### config.mk
export PLATFORM = sky130hd
export DESIGN_NAME = idma_inst64_perf_counters
export DESIGN_NICKNAME = d
export VERILOG_FILES = /design/src/rtl/idma_inst64_perf_pkg.sv /design/src/rtl/idma_inst64_sat_cnt.sv /design/src/rtl/idma_inst64_perf_counters.sv
export SDC_FILE = /design/constraint.sdc
export NUM_CORES = 2
export LEC_CHECK = 0
export BUFFER_PORTS_ARGS = -buffer_cell sky130_fd_sc_hd__buf_2
export CAP_MARGIN = 5
export CORE_UTILIZATION = 60
export DETAILED_ROUTE_END_ITERATION = 10
export PLACE_DENSITY = 0.77
export SLEW_MARGIN = 5
export SYNTH_ARGS = -nofsm -noshare
export SYNTH_HDL_FRONTEND = slang
export SYNTH_SLANG_ARGS = --single-unit
### constraint.sdc
create_clock -name clk_i -period 22 [get_ports clk_i]
set_input_delay 0 -clock clk_i [delete_from_list [all_inputs] [get_ports clk_i]]
set_output_delay 0 -clock clk_i [all_outputs]
set_load 0.05 [all_outputs]
### src/rtl/idma_inst64_perf_pkg.sv
// Shared constants and types for the inst64 DMA performance counter block.
package idma_inst64_perf_pkg;

    localparam int unsigned PerfCycles       = 0;
    localparam int unsigned PerfBusy         = 1;
    localparam int unsigned PerfAwDone       = 2;
    localparam int unsigned PerfAwStall      = 3;
    localparam int unsigned PerfArDone       = 4;
    localparam int unsigned PerfArStall      = 5;
    localparam int unsigned PerfRDone        = 6;
    localparam int unsigned PerfRStall       = 7;
    localparam int unsigned PerfWDone        = 8;
    localparam int unsigned PerfWStall       = 9;
    localparam int unsigned PerfBDone        = 10;
    localparam int unsigned PerfBytesWritten = 11;
    localparam int unsigned PerfAwBeats      = 12;
    localparam int unsigned PerfArBeats      = 13;
    localparam int unsigned PerfArBytes      = 14;
    localparam int unsigned NumPerfCnt       = 15;

    localparam int unsigned RdAddrWidth = 4;

    typedef enum logic [RdAddrWidth-1:0] {
        IdxCycles       = 4'd0,
        IdxBusy         = 4'd1,
        IdxAwDone       = 4'd2,
        IdxAwStall      = 4'd3,
        IdxArDone       = 4'd4,
        IdxArStall      = 4'd5,
        IdxRDone        = 4'd6,
        IdxRStall       = 4'd7,
        IdxWDone        = 4'd8,
        IdxWStall       = 4'd9,
        IdxBDone        = 4'd10,
        IdxBytesWritten = 4'd11,
        IdxAwBeats      = 4'd12,
        IdxArBeats      = 4'd13,
        IdxArBytes      = 4'd14,
        IdxReserved     = 4'd15
    } perf_cnt_idx_e;

    // Event layout of the inst64 event generator for the default 64-bit data path.
    typedef struct packed {
        logic       dma_busy;
        logic       aw_done;
        logic       aw_stall;
        logic       ar_done;
        logic       ar_stall;
        logic       r_done;
        logic       r_stall;
        logic       w_done;
        logic       w_stall;
        logic       b_done;
        logic [3:0] num_bytes_written;
        logic [7:0] aw_len;
        logic [7:0] ar_len;
        logic [2:0] ar_size;
    } dma_events_default_t;

endpackage

### src/rtl/idma_inst64_sat_cnt.sv
// Saturating accumulator: adds inc_i each cycle, sticks at all-ones on carry-out.
module idma_inst64_sat_cnt #(
    parameter int unsigned CntWidth = 32
) (
    input  logic                clk_i,
    input  logic                rst_i,
    input  logic                clear_i,
    input  logic [CntWidth-1:0] inc_i,
    output logic [CntWidth-1:0] cnt_o,
    output logic                sat_o
);

    logic [CntWidth:0] sum;

    assign sum   = {1'b0, cnt_o} + {1'b0, inc_i};
    assign sat_o = sum[CntWidth] & ~clear_i;

    always_ff @(posedge clk_i or posedge rst_i) begin
        if (rst_i) begin
            cnt_o <= '0;
        end else if (clear_i) begin
            cnt_o <= '0;
        end else if (sum[CntWidth]) begin
            cnt_o <= '1;
        end else begin
            cnt_o <= sum[CntWidth-1:0];
        end
    end

endmodule

### src/rtl/idma_inst64_perf_counters.sv
// inst64 DMA performance counters with a one-cycle read port.
// Optional sticky overflow flags and irq when IDMA_PERF_OVERFLOW_IRQ_EN is defined.
module idma_inst64_perf_counters
    import idma_inst64_perf_pkg::*;
#(
    parameter int unsigned CntWidth  = 32,
    parameter int unsigned DataWidth = 64,
    parameter type         dma_events_t = dma_events_default_t
) (
    input  logic                   clk_i,
    input  logic                   rst_i,
    input  dma_events_t            events_i,
    input  logic                   enable_i,
    input  logic                   clear_i,
    input  logic                   rd_req_i,
    input  logic [RdAddrWidth-1:0] rd_addr_i,
    output logic                   rd_valid_o,
    output logic [CntWidth-1:0]    rd_data_o,
    output logic [NumPerfCnt-1:0]  overflow_o,
    output logic                   irq_o
);

    localparam int unsigned NumBytesW = $clog2(DataWidth/8) + 1;

    dma_events_t           stage_q;
    logic                  stage_en_q;
    logic [CntWidth-1:0]   inc [NumPerfCnt];
    logic [CntWidth-1:0]   cnt [NumPerfCnt];
    logic [NumPerfCnt-1:0] sat;
    logic [CntWidth-1:0]   rd_mux;

    // Disabled cycles load zero increments so the counters freeze one stage later.
    always_ff @(posedge clk_i or posedge rst_i) begin
        if (rst_i) begin
            stage_q    <= '0;
            stage_en_q <= 1'b0;
        end else if (clear_i) begin
            stage_q    <= '0;
            stage_en_q <= 1'b0;
        end else begin
            stage_q    <= enable_i ? events_i : '0;
            stage_en_q <= enable_i;
        end
    end

    always_comb begin
        for (int unsigned i = 0; i < NumPerfCnt; i++) begin
            inc[i] = '0;
        end
        inc[PerfCycles]       = CntWidth'(stage_en_q);
        inc[PerfBusy]         = CntWidth'(stage_q.dma_busy);
        inc[PerfAwDone]       = CntWidth'(stage_q.aw_done);
        inc[PerfAwStall]      = CntWidth'(stage_q.aw_stall);
        inc[PerfArDone]       = CntWidth'(stage_q.ar_done);
        inc[PerfArStall]      = CntWidth'(stage_q.ar_stall);
        inc[PerfRDone]        = CntWidth'(stage_q.r_done);
        inc[PerfRStall]       = CntWidth'(stage_q.r_stall);
        inc[PerfWDone]        = CntWidth'(stage_q.w_done);
        inc[PerfWStall]       = CntWidth'(stage_q.w_stall);
        inc[PerfBDone]        = CntWidth'(stage_q.b_done);
        inc[PerfBytesWritten] = CntWidth'(stage_q.num_bytes_written[NumBytesW-1:0]);
        if (stage_q.aw_done) begin
            inc[PerfAwBeats] = CntWidth'(stage_q.aw_len) + CntWidth'(1);
        end
        if (stage_q.ar_done) begin
            inc[PerfArBeats] = CntWidth'(stage_q.ar_len) + CntWidth'(1);
            inc[PerfArBytes] = (CntWidth'(stage_q.ar_len) + CntWidth'(1)) << stage_q.ar_size;
        end
    end

    for (genvar g = 0; g < NumPerfCnt; g++) begin : gen_cnt
        idma_inst64_sat_cnt #(
            .CntWidth(CntWidth)
        ) i_sat_cnt (
            .clk_i  (clk_i),
            .rst_i  (rst_i),
            .clear_i(clear_i),
            .inc_i  (inc[g]),
            .cnt_o  (cnt[g]),
            .sat_o  (sat[g])
        );
    end

    // Index 15 has no counter behind it and reads as zero.
    always_comb begin
        rd_mux = '0;
        for (int unsigned i = 0; i < NumPerfCnt; i++) begin
            if (rd_addr_i == RdAddrWidth'(i)) begin
                rd_mux = cnt[i];
            end
        end
    end

    // Read path samples the pre-update value and is not affected by clear_i.
    always_ff @(posedge clk_i or posedge rst_i) begin
        if (rst_i) begin
            rd_valid_o <= 1'b0;
            rd_data_o  <= '0;
        end else begin
            rd_valid_o <= rd_req_i;
            if (rd_req_i) begin
                rd_data_o <= rd_mux;
            end
        end
    end

`ifdef IDMA_PERF_OVERFLOW_IRQ_EN
    always_ff @(posedge clk_i or posedge rst_i) begin
        if (rst_i) begin
            overflow_o <= '0;
            irq_o      <= 1'b0;
        end else if (clear_i) begin
            overflow_o <= '0;
            irq_o      <= 1'b0;
        end else begin
            overflow_o <= overflow_o | sat;
            irq_o      <= |overflow_o;
        end
    end
`else
    logic unused_sat;
    assign unused_sat = ^sat;
    assign overflow_o = '0;
    assign irq_o      = 1'b0;
`endif

endmodule

* Yosys cells after proc, flatten, opt, wreduce, memory -nomap -nowiden
Index checks and enable logic that the tools add are counted.
** Word-level totals
- Register bits after elaboration :: 547
- Input bits :: 42
- Output and inout bits :: 49
- Word-level logic and storage cells :: 115
** Operators by class
- Add/sub/neg operators :: 17
- Eq/ne operators :: 14
- Shifts and indexed selects :: 1
- Multiplexer cells :: 50
- Reduce and logical (&&, ||, !) cells :: 1
** Operators with widths (number)
- $mux W32 :: 45
- $add A32 B1 Y33 :: 11
- $add A32 B9 Y33 :: 2
- $mux W33 :: 2
- $mux W41 :: 1
- $add A32 B32 Y33 :: 1
- $add A32 B4 Y33 :: 1
- $shl A9 B3 Y32 :: 1
- $eq A4 B4 Y1 const B :: 7
- $add A8 B1 Y9 const B :: 2
- $eq A4 B3 Y1 const B :: 4
- $mux W9 :: 1
- $eq A4 B2 Y1 const B :: 2
- $eq A4 B1 Y1 const B :: 1
- $logic_not A4 Y1 :: 1
- $mux W1 :: 1

* Logic depth before layout (Yosys ltp)
- Word-level depth :: 16
- Gate-level depth with buffers :: 17
- Gate-level depth less buffers :: 16

* Modules after synthesis
A second synthesis with hierarchy kept.
** Second synthesis, totals
- Cells, all modules :: 5814
- Area total of the unflattened synthesis :: 50229.4 um^2
** By module, submodules not included
- idma_inst64_sat_cnt (gen_cnt[13].i_sat_cnt ...) :: times used 11, cells each 320, area each 2800.2 um^2, seq. area each 800.8 um^2
- idma_inst64_sat_cnt (gen_cnt[0].i_sat_cnt ...) :: times used 4, cells each 310, area each 2778.9 um^2, seq. area each 800.8 um^2
- idma_inst64_perf_counters :: times used 1, cells each 1054, area each 8311.7 um^2, seq. area each 1676.6 um^2

* Least setup slack after synthesis
Ideal clock, no wire load.
- Kind :: reg-to-reg
- From :: reg stage_q[3] (netlist bit)
- To :: reg gen_cnt[14].i_sat_cnt.cnt_o[26]
- Library setup time :: 0.094 ns
- Data arrival time :: 3.421 ns
- Required time :: 21.906 ns
- Slack :: 18.485 ns
- Cell stages (with the launch flop) :: 18
- Buffers on the path :: 1
- Period minus slack after synthesis :: 3.515 ns
- Cell sequence :: dfrtp_1 ha_1 and3_1 nand2_1 nor2_1 a21oi_1 o22a_1 o21ai_0 nor2b_1 ha_1 a211oi_1 nor2_1 o31ai_1 and3_1 clkbuf_1 nor2_1 and4_1 a211oi_1
** On the way
- Longest elaborated chain between the ends :: 6
** RTL lines
- start: declaration :: RTL line idma_inst64_perf_counters.sv:25 : dma_events_t stage_q;
- start signal: assignment :: RTL line idma_inst64_perf_counters.sv:41 : stage_q <= enable_i ? events_i : '0;
- $add A8 B1 Y9 :: RTL line idma_inst64_perf_counters.sv:67 : inc[PerfArBytes] = (CntWidth'(stage_q.ar_len) + CntWidth'(1)) << stage_q.ar_size;
- $shl A9 B3 Y32 :: RTL line idma_inst64_perf_counters.sv:67
- $mux W41 :: RTL line idma_inst64_perf_counters.sv:65 : if (stage_q.ar_done) begin
- $add A32 B32 Y33 :: RTL line idma_inst64_sat_cnt.sv:15 : assign sum = {1'b0, cnt_o} + {1'b0, inc_i};
- $mux W32 :: RTL line idma_inst64_sat_cnt.sv:23 : end else if (sum[CntWidth]) begin
- $mux W32 :: RTL line idma_inst64_sat_cnt.sv:21 : end else if (clear_i) begin
- end signal: assignment :: RTL line idma_inst64_sat_cnt.sv:26 : cnt_o <= sum[CntWidth-1:0];
- end: declaration :: RTL line idma_inst64_sat_cnt.sv:9 : output logic [CntWidth-1:0] cnt_o,
Every way passes these cells.
A chain may end at the register's enable or synchronous reset.

* Final worst setup path
- From :: reg stage_q[3] (netlist bit)
- To :: reg gen_cnt[14].i_sat_cnt.cnt_o[29]
The elaborated chain is that of the path after synthesis.

==> impl_metrics.env <==
export IMPL_syn_inst=3501
export IMPL_htree_levels=2
export IMPL_initial_core_util=0.607
export IMPL_synth_top_area_cell="dfrtp_1"
export IMPL_grt_antenna_before_repair=4
export IMPL_outcome="finished with violations"
export IMPL_cpMaxStageDelayCell="a311o_1"
export IMPL_clock_root_buffer="clkbuf_16"
export IMPL_fp_dieH_um=233
export IMPL_final_nets=3626
export IMPL_maxCapViolations=0
export IMPL_syn_avg_cell_area_um2=9.11
export IMPL_slowest_delay_ps=910
export IMPL_grt_pass1_wl_um=157000
export IMPL_crit_top_cell="nor2_1"
export IMPL_cts_setup_buffers=0
export IMPL_crit_fanout=23
export IMPL_ys_warn_count=0
export IMPL_ys_ff_latch=547
export IMPL_critPathArrivalTime_ps=4950
export IMPL_io_pins=91
export IMPL_power_mw=2.26
export IMPL_fp_dieW_um=233
export IMPL_clockBufferDepth=3
export IMPL_clock_sinks=547
export IMPL_wl_per_cell_um=24.2
export IMPL_async_reset_ff_frac=1.00
export IMPL_final_max_slew_violation_count=0
export IMPL_drc=4
export IMPL_synthFlopType="dfrtp_1"
export IMPL_ys_types=86
export IMPL_synth_edf_count=0
export IMPL_layout_common_cells="dfrtp_1 (547), a21oi_1 (482), nand2_1 (257)"
export IMPL_synth_top_area_frac=0.429
export IMPL_vias_per_cell=6.76
export IMPL_final_setup_tns_ps=0
export IMPL_worstSetupPathType="flip-flop to flip-flop"
export IMPL_place_congestion=1.02
export IMPL_violations="DRC"
export IMPL_path_clk_slew_ps=60
export IMPL_startpoint="stage_q[3]$_DFF_PP0_"
export IMPL_numCtsBuffers=60
export IMPL_dp_hpwl_um=73100
export IMPL_peakVddDrop_uv=59.2
export IMPL_grt_pass1_vias=26700
export IMPL_skew_ps=28.6
export IMPL_final_common_cell="dfrtp_1"
export IMPL_grt_overflow_total=0
export IMPL_cts_resized=0
export IMPL_critPathLaunchType="flip-flop"
export IMPL_cp_end_kind="flip-flop"
export IMPL_drt_initial_drc_count=4050
export IMPL_cts_hold_fix_buffers=43
export IMPL_track_usage=0.379
export IMPL_drive_above_1_share=0.0759
export IMPL_post_route_min_period_ps=4470
export IMPL_slew_headroom=0.138
export IMPL_leakagePower_nw=15.0
export IMPL_hold_viol_final=0
export IMPL_hold_path_class="input pin to asynchronous set/reset pin"
export IMPL_fmax_ghz=0.224
export IMPL_n_antenna_cell=0
export IMPL_crit_family="compound AO/OA/AOI/OAI gates"
export IMPL_crit_chain="ha_1 -> and3_1 -> nand2_1 -> nor2_1 -> a21oi_1 -> o22a_1 -> o21ai_0 -> nor2b_1 -> ha_1 -> a211oi_1 -> nor2_1 -> o31ai_1 -> a311o_1 -> nand2_1 -> mux2i_1 -> nor2_1"
export IMPL_synth_seq_area_share=0.429
export IMPL_rsz0062_at_grt="false"
export IMPL_die_area_mm2=0.0541
export IMPL_finalCritPeriodShare=0.203
export IMPL_wirelength_um=103000
export IMPL_worst_slew_pin_slew_ps=1290
export IMPL_postRouteAntennaNets=0
export IMPL_powerDensity_mw_per_mm2=64.4
export IMPL_tritoncts="done"
export IMPL_worst_path_buf_inv=0
export IMPL_syn_cell_area_mm2=0.0319
export IMPL_setup_viol=0
export IMPL_synth_area_leaders="dfrtp_1 (43%), a21oi_1 (7.6%), xor2_1 (6.4%)"
export IMPL_grt_start_max_net_pins=137
export IMPL_dr_pass1_iters=11
export IMPL_rows=84
export IMPL_rr_startpoint="stage_q[3]$_DFF_PP0_"
export IMPL_areaGrowthSynthToFinish_pct=10.0
export IMPL_required_ps=22480
export IMPL_io_buffer_count=74
export IMPL_vias=28800
export IMPL_coreArea_mm2=0.0526
export IMPL_insertion_delay_ps=650
synthesized netlist by cell type (14+ instances only):
library cell	count
dfrtp_1	547
buf_4	17
o221ai_1	21
a21oi_1	482
mux2_2	20
xor2_1	233
nor3_1	71
a311oi_1	18
ha_1	62
nand4_1	86
nand2b_1	18
mux2i_1	57
and2_1	70
o21a_1	16
o22ai_1	21
nor2b_1	21
nand3_1	193
nor2_1	256
a31oi_1	46
xnor2_1	104
inv_1	76
o211a_1	18
and4_1	50
and3_1	108
o211ai_1	26
a22oi_1	40
nand2_1	257
clkbuf_1	164
a222oi_1	20
buf_2	14
a22o_1	23
a211oi_1	27
o21ai_0	116
state kept, by name, indices dropped and copies added (netlist names):
name	count
stage_en_q	1
inc	14
rd_valid_o	1
rd_data_o	32
gen_cnt.i_sat_cnt.cnt_o	480
stage_q	19
power breakdown:
group / total (mW) / internal [mW] / switching, mW
Sequential: 1.03 / 1.02 / 0.0132
Clock: 1.06 / 0.629 / 0.432
Combinational: 0.166 / 0.0384 / 0.127
layer usage:
metal,up-vias,GRT usage,part of all wire
met5,-,0,0.00022
met4,4,0.148,0.046
met1,14100,0.531,0.40
li1,12800,-,-
met2,1708,0.567,0.44
met3,235,0.0902,0.12
path summary, 6_finish.rpt:
kind                                                                   to  slack, ps  depth (start not counted)
min in group clk_i                                      inc[97]$_DFF_PP0_        100                          3
worst min-delay path                                   inc[256]$_DFF_PP0_         80                          3
max in group asynchronous                       rd_data_o[23]$_DFFE_PP0P_      18670                          6
worst max register to register  gen_cnt[14].i_sat_cnt.cnt_o[29]$_DFF_PP0_      17530                         16
worst max-delay path            gen_cnt[14].i_sat_cnt.cnt_o[29]$_DFF_PP0_      17530                         16
worst min register to register                  rd_data_o[20]$_DFFE_PP0P_        520                          2
final cells by class:
class	count	area, µm²
timing repair buffer	150	1060
inverter	79	304
fill	4160	17500
tap	688	861
clock inverter	20	240
sequential	547	13700
clock buffer	93	1840
multi-input combinational	2680	17100
per-stage QoR:
step	util	std cells	setup WS, ps	hold slack [ps]	instance area [µm²]
floorplan	-	3516	6710	31.4	31900
global placement	0.620	4101	17690	206	32600
detailed placement	0.620	4101	17610	209	32600
CTS	0.667	4257	17590	87.0	35100
global route	0.667	4257	17220	108	35100
finish	0.667	4257	17530	81.5	35100
tightest hold or removal path, delay by kind of cell:
| kind | cells | cell delay, ps |
|---|---|---|
| buf+inv | 3 | 1270 |
cell families after synthesis:
group,after synthesis,share of synthesized area
AO/OA/AOI/OAI,961,0.185
buffers and inverters,289,0.0371
flip-flops,547,0.429
multiplexers,88,0.0329
XOR/XNOR,337,0.0926
adder cells (fa/ha/maj),66,0.0268
other,1,0.000118
AND/OR/NAND/NOR,1212,0.196
Power figures use the tool's default switching activity.
